**config.mk**
```make
export PLATFORM = sky130hd
export DESIGN_NAME = remote_comm
export DESIGN_NICKNAME = d
export VERILOG_FILES = /design/src/rtl/remote_comm.sv
export SDC_FILE = /design/constraint.sdc
export NUM_CORES = 1
export LEC_CHECK = 0
export CAP_MARGIN = 20
export CORE_MARGIN = 2
export CORE_UTILIZATION = 45
export CTS_CLUSTER_SIZE = 25
export DETAILED_ROUTE_END_ITERATION = 10
export GPL_TIMING_DRIVEN = 0
export HOLD_SLACK_MARGIN = 0.1
export SYNTH_ARGS = -nofsm -noshare
export SYNTH_HDL_FRONTEND = slang
export SYNTH_SLANG_ARGS = --single-unit
```
**constraint.sdc**
```tcl
create_clock -name clk -period 4.1 [get_ports clk]
set_input_delay 0.615 -clock clk [delete_from_list [all_inputs] [get_ports clk]]
set_output_delay 0.615 -clock clk [all_outputs]
set_load 0.05 [all_outputs]
```
**src/rtl/remote_comm.sv**
```systemverilog
// Bench-side remote control for the Knight robot: sends a 16-bit command as two
// back-to-back 8N1 bytes (high byte first) and receives single-byte responses.
module remote_comm #(
    parameter int BAUD_DIV = 2604
) (
    input  logic        clk,
    input  logic        rst,
    input  logic        RX,
    output logic        TX,
    input  logic [15:0] cmd,
    input  logic        send_cmd,
    output logic        cmd_sent,
    output logic        resp_rdy,
    output logic [7:0]  resp
);

    localparam int CW = $clog2(BAUD_DIV);
    localparam logic [CW-1:0] BAUD_LAST = CW'(BAUD_DIV - 1);
    localparam logic [CW-1:0] HALF_LAST = CW'(BAUD_DIV / 2 - 1);

    // ---------------- command sequencer ----------------
    typedef enum logic [1:0] {C_IDLE, C_HIGH, C_LOW} cmd_state_e;

    cmd_state_e cst_q, cst_d;
    logic [7:0] lo_q, lo_d;
    logic       sent_q, sent_d;
    logic       tx_start;
    logic [7:0] tx_data;
    logic       tx_done;

    always_ff @(posedge clk or posedge rst) begin
        if (rst) begin
            cst_q  <= C_IDLE;
            lo_q   <= 8'h00;
            sent_q <= 1'b0;
        end else begin
            cst_q  <= cst_d;
            lo_q   <= lo_d;
            sent_q <= sent_d;
        end
    end

    always_comb begin
        cst_d    = cst_q;
        lo_d     = lo_q;
        sent_d   = sent_q;
        tx_start = 1'b0;
        tx_data  = cmd[15:8];
        case (cst_q)
            C_IDLE: if (send_cmd) begin
                lo_d     = cmd[7:0];
                tx_start = 1'b1;
                sent_d   = 1'b0;
                cst_d    = C_HIGH;
            end
            C_HIGH: if (tx_done) begin
                tx_data  = lo_q;
                tx_start = 1'b1;
                cst_d    = C_LOW;
            end
            C_LOW: if (tx_done) begin
                sent_d = 1'b1;
                cst_d  = C_IDLE;
            end
            default: cst_d = C_IDLE;
        endcase
    end

    assign cmd_sent = sent_q;

    // ---------------- transmitter ----------------
    // Bit index 0 is the start bit, 1..8 data, 9 stop; TX is registered so it
    // changes exactly on bit boundaries.
    logic          tx_busy_q;
    logic [CW-1:0] tx_cnt_q;
    logic [3:0]    tx_bit_q;
    logic [8:0]    tx_sh_q;
    logic          tx_q;

    assign tx_done = tx_busy_q && (tx_cnt_q == BAUD_LAST) && (tx_bit_q == 4'd9);

    always_ff @(posedge clk or posedge rst) begin
        if (rst) begin
            tx_busy_q <= 1'b0;
            tx_cnt_q  <= '0;
            tx_bit_q  <= 4'd0;
            tx_sh_q   <= '1;
            tx_q      <= 1'b1;
        end else if (tx_start) begin
            tx_busy_q <= 1'b1;
            tx_cnt_q  <= '0;
            tx_bit_q  <= 4'd0;
            tx_sh_q   <= {1'b1, tx_data};
            tx_q      <= 1'b0;
        end else if (tx_busy_q) begin
            if (tx_cnt_q == BAUD_LAST) begin
                tx_cnt_q <= '0;
                if (tx_bit_q == 4'd9) begin
                    tx_busy_q <= 1'b0;
                    tx_q      <= 1'b1;
                end else begin
                    tx_bit_q <= tx_bit_q + 4'd1;
                    tx_q     <= tx_sh_q[0];
                    tx_sh_q  <= {1'b1, tx_sh_q[8:1]};
                end
            end else begin
                tx_cnt_q <= tx_cnt_q + 1'b1;
            end
        end
    end

    assign TX = tx_q;

    // ---------------- receiver ----------------
    typedef enum logic [2:0] {R_IDLE, R_START, R_DATA, R_STOP, R_WAIT} rx_state_e;

    logic          rx_s1_q, rx_s2_q, rx_prev_q;
    rx_state_e     rst_q, rst_d;
    logic [CW-1:0] rcnt_q, rcnt_d;
    logic [2:0]    rbit_q, rbit_d;
    logic [7:0]    rsh_q, rsh_d;
    logic [7:0]    resp_q, resp_d;
    logic          rdy_q, rdy_d;

    always_ff @(posedge clk or posedge rst) begin
        if (rst) begin
            rx_s1_q   <= 1'b1;
            rx_s2_q   <= 1'b1;
            rx_prev_q <= 1'b1;
            rst_q     <= R_IDLE;
            rcnt_q    <= '0;
            rbit_q    <= 3'd0;
            rsh_q     <= 8'h00;
            resp_q    <= 8'h00;
            rdy_q     <= 1'b0;
        end else begin
            rx_s1_q   <= RX;
            rx_s2_q   <= rx_s1_q;
            rx_prev_q <= rx_s2_q;
            rst_q     <= rst_d;
            rcnt_q    <= rcnt_d;
            rbit_q    <= rbit_d;
            rsh_q     <= rsh_d;
            resp_q    <= resp_d;
            rdy_q     <= rdy_d;
        end
    end

    always_comb begin
        rst_d  = rst_q;
        rcnt_d = rcnt_q + 1'b1;
        rbit_d = rbit_q;
        rsh_d  = rsh_q;
        resp_d = resp_q;
        rdy_d  = 1'b0;
        case (rst_q)
            R_IDLE: begin
                rcnt_d = '0;
                if (rx_prev_q && !rx_s2_q) rst_d = R_START;
            end
            R_START: if (rcnt_q == HALF_LAST) begin
                // Mid-start-bit recheck rejects short glitches.
                rcnt_d = '0;
                rbit_d = 3'd0;
                rst_d  = rx_s2_q ? R_IDLE : R_DATA;
            end
            R_DATA: if (rcnt_q == BAUD_LAST) begin
                rcnt_d = '0;
                rsh_d  = {rx_s2_q, rsh_q[7:1]};
                rbit_d = rbit_q + 3'd1;
                if (rbit_q == 3'd7) rst_d = R_STOP;
            end
            R_STOP: if (rcnt_q == BAUD_LAST) begin
                // A low stop bit still delivers the byte; just wait for line idle.
                rcnt_d = '0;
                resp_d = rsh_q;
                rdy_d  = 1'b1;
                rst_d  = rx_s2_q ? R_IDLE : R_WAIT;
            end
            R_WAIT: begin
                rcnt_d = '0;
                if (rx_s2_q) rst_d = R_IDLE;
            end
            default: rst_d = R_IDLE;
        endcase
    end

    assign resp     = resp_q;
    assign resp_rdy = rdy_q;

endmodule

```
==> reports/results.tsv, run 1 <==
stage	metric	value	unit
status	status	complete, no violations	
power	Pleak	0.00192	uW
yosys	Mapped Area	3800	um^2
timing	hold_ws	368	ps
die	Core Area	8220	um^2
yosys	ranking of synthesized cells by area	dfrtp_1 41%, dfstp_2 8.3%, nand2_1 4.1%	
setup_path	Worst Path Arrival	1670	ps
yosys	Avg Inst Size Synth	10.9	um^2
cells_and_area	share of post-route cells with drive strength above 1	19.9	%
timing	final hold violations	0	
cells_and_area	synthesis-to-finish area growth	17.1	%
clock_network	worst skew pair latency	360	ps
timing	FMAX	438	MHz
die	die area	9210	um^2
yosys	Post-Syn Nets	376	
setup_path	FF-to-FF End	tx_sh_q[0]	
global_route	initial antenna violation count	0	
cells_and_area	commonest non-fill, non-tap cell in the layout	dfrtp_1	
global_route	GRT Total Usage	18.7	%
timing	clock skew	19.4	ps
cells_and_area	final std cells w/o fill	501	
setup_path	Worst Setup EP	TX	
die	Starting Density	46.3	%
setup_path	Buf/Inv on CP	1	
global_route	first-pass GRT wire length	13400	um
route	initial drt markers	140	
setup_path	Critical path origin	TX	
yosys	Async SR Flop Fraction	100	%
setup_path	WP depth	1	
die	IO Pins	31	
placed_design	number of port buffers	30	
placed_design	placed insts	485	
global_route	total grt overflow	0	
clock_network	Sink Count	75	
yosys	area leader, netlist	dfrtp_1	
route	drt via density	5.42	
placed_design	global placer's final weighted congestion	0.770	
route	DRT Wirelength	7760	um
timing	Worst-Margin Slew	544	ps
setup_path	Worst setup SP type	flip-flop	
setup_path	CP max FO	2	
clock_network	clock transition at the registers of the reported paths	100	ps
clock_network	H-tree depth	3	
placed_design	HPWL Detailed	5300	um
die	Die W	96.0	um
setup_path	R2R Path Start	tx_bit_q[1]	
global_route	vias in the first global route	2743	
setup_path	critical path endpoint category	output pin	
setup_path	critical path, cell by cell	clkdlybuf4s50_1	
setup_path	Register-to-Register Path Depth	6	
timing	fin crit share	55.7	%
clock_network	CTS Root Cell	clkbuf_8	
die	Die Y	96.0	um
timing	RSZ-0062 raised after global routing	no	
route	WL/cell	15.5	um
timing	fin. max-slew vios	0	
timing	final setup TNS	0	ps
setup_path	Setup CP Type	reg2out	
clock_network	total CTS buffers	9	
yosys	number of synthesized flops with an enable pin	0	
power	IR drop worst, VDD	0.311	mV
setup_path	Critical Path Slowest Stage Cell	clkdlybuf4s50_1	
yosys	post-synth top area share	41.4	%
timing	# setup viols final	0	
setup_path	CP max stage delay	790	ps
power	pwr dens	413	nW/um^2
yosys	Yosys reg bits	75	
yosys	Synth Instances	349	
hold_path	Hold Path Class	reg2reg	
timing	Slew HR	63.5	%
global_route	largest net degree at the start of global routing	51	
yosys	leading register cell type out of synthesis	dfrtp_1	
yosys	sequential element share of the synthesized area	49.7	%
clock_network	# hold bufs at CTS	0	
cells_and_area	number of diodes	0	
clock_network	CTS max path bufs	2	
yosys	distinct cell type count after synthesis	65	
clock_network	postcts setup bufs	0	
route	via count	2717	
cells_and_area	most frequent cells in the layout	63 x dfrtp_1, 42 x nand2_1, 30 x clkdlybuf4s50_1	
route	Pre-antenna DRT Iters	4	
yosys	synth warn	0	
clock_network	PostCTS Resize Cnt	0	
setup_path	CP delay by family, top	buffers and inverters	
timing	Final min period	2290	ps
job	max cap viols	0	
cells_and_area	Final Net Count	418	
route	DR DRC count	0	
clock_network	CTS tree	built	
route	remaining antenna violation count after routing	0	
setup_path	FF-to-FF setup slack	2230	ps
die	Site Rows	33	
setup_path	Critical Path RT	3480	ps
worst min-delay path by stage:
stage,startpoint,to,cells after the start
5_1_grt,rx_s1_q,rx_s2_q,0
4_1_cts,rx_s1_q,rx_s2_q,0
2_1_floorplan,rx_s1_q,rx_s2_q,0
3_3_place_gp,rx_s1_q,rx_s2_q,0
6_report,rx_s1_q,rx_s2_q,0
3_5_place_dp,rx_s1_q,rx_s2_q,0
final cells by class:
class	instances	area (um^2)
flip-flops and latches	75	1890
plain buffers	20	139
well taps	105	131
clock buffers	9	124
inverters	9	36.3
clock inverters	7	65.1
multi-input cells	245	1740
fillers	741	3760
repair buffers	31	328
where the power goes:
part / internal (uW) / switching (uW) / total (uW) / leakage [uW]
Combinational: 170 / 190 / 360 / 0.000875
Clock: 236 / 316 / 552 / 0.0000947
Sequential: 834 / 95.5 / 930 / 0.000955
Total: 1240 / 601 / 1840 / 0.00192
cell families after synthesis:
group / Yosys count / synth area share, %
mux: 25 / 7.27
fa+ha+maj: 7 / 2.30
buf+inv: 29 / 4.54
xor+xnor: 16 / 3.68
compound gates: 65 / 12.2
flops: 75 / 49.7
simple gates: 132 / 20.3
registers in the layout (all words and copies together), names as in the netlist:
name,flops
rcnt_q,12
cst_q,2
tx_cnt_q,12
rbit_q,3
resp_rdy,1
tx_busy_q,1
TX,1
lo_q,8
resp,8
cmd_sent,1
rx_s2_q,1
rx_prev_q,1
rst_q,3
tx_bit_q,4
rx_s1_q,1
tx_sh_q,8
rsh_q,8
routing by layer:
metal / share of wire, % / global-route usage (%) / vias up / wire (um)
li1: - / - / 1345 / -
met1: 51 / 27.5 / 1308 / 3970
met5: 0 / 0 / - / 0
met2: 43 / 27.7 / 55 / 3350
met4: 1.5 / 6.79 / 0 / 114
met3: 4.2 / 3.29 / 9 / 326
Yosys cell counts (all sizes together), types with 3 or more instances:
master   n
dfrtp   63
nand2   42
nor2    28
a21oi   21
mux2    15
buf     13
dfstp   12
nand3   11
xor2    11
mux2i   10
and3     9
inv      9
a32o     8
o21ai    8
clkbuf   7
ha       7
nand4    7
o22a     7
nand2b   5
xnor2    5
and4     4
and4bb   4
nor3b    4
o211ai   4
or3      4
a41oi    3
o31ai    3
per-stage QoR:
| step | total power (uW) | setup slack, ps | area, um^2 | utilization, % |
|---|---|---|---|---|
| 5_1_grt | 1950 | 1770 | 4460 | 54.2 |
| 4_1_cts | 1860 | 1790 | 4460 | 54.2 |
| 3_5_place_dp | 1300 | 1660 | 4270 | 51.9 |
| 3_3_place_gp | 1290 | 238 | 4240 | 51.6 |
| 6_report | 1840 | 1810 | 4460 | 54.2 |
| 2_1_floorplan | 1200 | 1590 | 3800 | - |
(Power assumes the default switching activity.)
==> run 2: changes to the inputs <==
- PLACE_DENSITY: unset -> 0.67
- clock period: 4.1 -> 1.8 ns (I/O delays scaled with it)
==> run 2 against run 1 <==
Register-to-register slack got worse by 2200 ps. Sequential power increased by 130%. First-iteration DRC count shrank 31%. Global-route usage is essentially flat. Hold slack got worse by 47 ps. Via count is 5.2% higher. Routed wire length up 4.9%. Design area rose by 4.4%. Largest power group unchanged.
==> reports/results.tsv, run 2 (synthesis gave the netlist of run 1 again) <==
stage	metric	value	unit	change
status	status	complete, no violations		unchanged
global_route	largest net degree at the start of global routing	42		was 51
timing	Worst-Margin Slew	766	ps	was 544 ps
global_route	vias in the first global route	2817		was 2,743
route	Pre-antenna DRT Iters	4		unchanged
clock_network	CTS tree	built		unchanged
setup_path	FF-to-FF setup slack	60	ps	was 2230 ps
route	via count	2859		was 2,717
global_route	met3 global-route usage	3.92	%	was 3.29%
clock_network	total CTS buffers	9		unchanged
placed_design	number of port buffers	30		unchanged
power	Logic pwr share	23.2	%	was 19.5%
die	Starting Density	46.3	%	unchanged
power	IR drop worst, VDD	0.461	mV	was 0.311 mV
global_route	total grt overflow	0		unchanged
clock_network	# hold bufs at CTS	0		unchanged
timing	final hold violations	0		unchanged
timing	fin. max-slew vios	0		unchanged
power	Tot Pwr	4310	uW	was 1840 uW
setup_path	Register-to-Register Path Depth	6		unchanged
setup_path	FF-to-FF End	tx_bit_q[1]		was tx_sh_q[0]
cells_and_area	Top Registers	rcnt_q (12), tx_cnt_q (12)		unchanged
route	drt via density	5.58		was 5.42
hold_path	Hold Path Class	in2reg		was reg2reg
clock_network	clock transition at the registers of the reported paths	90	ps	was 100 ps
power	pwr dens	927	nW/um^2	was 413 nW/um^2
cells_and_area	Final Net Count	429		was 418
timing	fin crit share	96.7	%	
power	Pleak	0.00209	uW	was 0.00192 uW
timing	RSZ-0062 raised after global routing	yes		was no
timing	# setup viols final	0		unchanged
global_route	first-pass GRT wire length	13400	um	about the same
setup_path	R2R Path Start	tx_cnt_q[1]		was tx_bit_q[1]
placed_design	placed insts	485		unchanged
route	initial drt markers	97		was 140
die	die area	9210	um^2	unchanged
global_route	busiest layer in global routing	met2		unchanged
setup_path	critical path, cell by cell	clkdlybuf4s50_1		unchanged
clock_network	H-tree depth	3		unchanged
hold_path	hold_sp	RX		was rx_s1_q
hold_path	Hold EP	rx_s1_q		was rx_s2_q
die	IO Pins	31		unchanged
die	Die Y	96.0	um	unchanged
cells_and_area	synthesis-to-finish area growth	22.3	%	was 17.1%
setup_path	Critical Path RT	1530	ps	was 3480 ps
clock_network	worst skew pair latency	350	ps	was 360 ps
cells_and_area	share of post-route cells with drive strength above 1	24.8	%	was 19.9%
cells_and_area	number of diodes	0		unchanged
die	Die W	96.0	um	unchanged
die	Core Area	8220	um^2	unchanged
clock_network	CTS Root Cell	clkbuf_8		unchanged
setup_path	CP max FO	1		was 2
hold_path	Worst Hold Path Cells	1		was 0
setup_path	CP max stage delay	800	ps	was 790 ps
placed_design	HPWL Detailed	5410	um	was 5300 um
route	DR DRC count	0		unchanged
power	Reg power frac	49.1	%	was 50.5%
global_route	initial antenna violation count	0		unchanged
timing	FMAX	574	MHz	
timing	Final min period	1740	ps	
timing	clock skew	13.7	ps	was 19.4 ps
cells_and_area	most frequent cells in the layout	62 x dfrtp_1, 41 x nand2_1, 26 x nor2_1		was 63 x dfrtp_1, 42 x nand2_1, 30 x clkdlybuf4s50_1
setup_path	Worst setup SP type	flip-flop		unchanged
route	DRT Wirelength	8140	um	was 7760 um
setup_path	Setup CP Type	reg2out		unchanged
global_route	GRT Total Usage	18.7	%	about the same
route	WL/cell	15.9	um	was 15.5 um
power	Internal	2920	uW	was 1240 uW
die	Site Rows	33		unchanged
clock_network	Sink Count	75		unchanged
global_route	M1 GR Usage	25.3	%	was 27.5%
global_route	GR Layer Usage met2	29.9	%	was 27.7%
clock_network	CTS max path bufs	2		unchanged
job	max cap viols	0		unchanged
route	remaining antenna violation count after routing	0		unchanged
cells_and_area	final std cells w/o fill	512		was 501
power	P_sw	1400	uW	was 601 uW
setup_path	CP delay by family, top	buffers and inverters		unchanged
timing	Slew HR	48.8	%	was 63.5%
setup_path	critical path endpoint category	output pin		unchanged
setup_path	Buf/Inv on CP	1		unchanged
setup_path	Critical Path Slowest Stage Cell	clkdlybuf4s50_1		unchanged
placed_design	global placer's final weighted congestion	0.861		was 0.770
cells_and_area	Layout fillers	693		was 741
cells_and_area	commonest non-fill, non-tap cell in the layout	dfrtp_1		unchanged
power	switching part of the total	32.4	%	was 32.7%
power	Clock power frac	27.7	%	was 30.0%
cells_and_area	Layout Utilization	56.6	%	was 54.2%
setup_path	Worst Path Arrival	1470	ps	was 1670 ps
==> run 2: power groups by stage <==
stage	registers, uW	logic [uW]	clock network [uW]
after floorplan	2100	626	0
after detailed placement	2140	836	0
after CTS	2110	873	1240
after global routing	2150	1110	1330
final	2120	998	1200
after global placement	2130	802	0
==> run 2: metal layers <==
metal  share of wire [%]  wire length [um]
met5                   0                 0
met4                0.69                56
met3                 4.0               327
met2                  48              3870
met1                  48              3880
==> run 2: what timing repair did <==
item,in CTS,in global routing
gates resized for setup,13,23
cloned,0,1
setup endpoints to repair,29,56
buffers inserted,2,10
pin swaps,2,4
==> run 2: cell type report <==
| type | instances | area [um^2] | area share [%] |
|---|---|---|---|
| Timing Repair Buffer | 43 | 425 | 9.14 |
| Buffer | 18 | 145 | 3.12 |
| Clock buffer | 9 | 124 | 2.66 |
| Inverter | 9 | 37.5 | 0.807 |
| Multi-Input combinational cell | 246 | 1840 | 39.5 |
| Tap cell | 105 | 131 | 2.82 |
| Clock inverter | 7 | 58.8 | 1.26 |
| Sequential cell | 75 | 1890 | 40.7 |
==> run 2: worst max-delay path by stage <==
stage                     depth (start not counted)   startpoint           end
after global placement                            5     send_cmd  tx_cnt_q[11]
after CTS                                         1      resp[3]       resp[3]
final                                             1     resp_rdy      resp_rdy
after global routing                              6    rcnt_q[0]     rcnt_q[5]
after floorplan                                   7  tx_cnt_q[0]    tx_sh_q[1]
after detailed placement                          5     send_cmd   tx_cnt_q[5]
==> run 2: per-stage QoR <==
stage	TNS (ps)	cell area [um^2]	worst slack, ps	hold slack [ps]
after global placement	-18630	4240	-307	347
after global routing	-30.8	4650	-10.1	308
after CTS	0	4480	4.91	313
after floorplan	0	3810	65.4	274
final	0	4650	58.7	321
after detailed placement	-5640	4260	-323	348
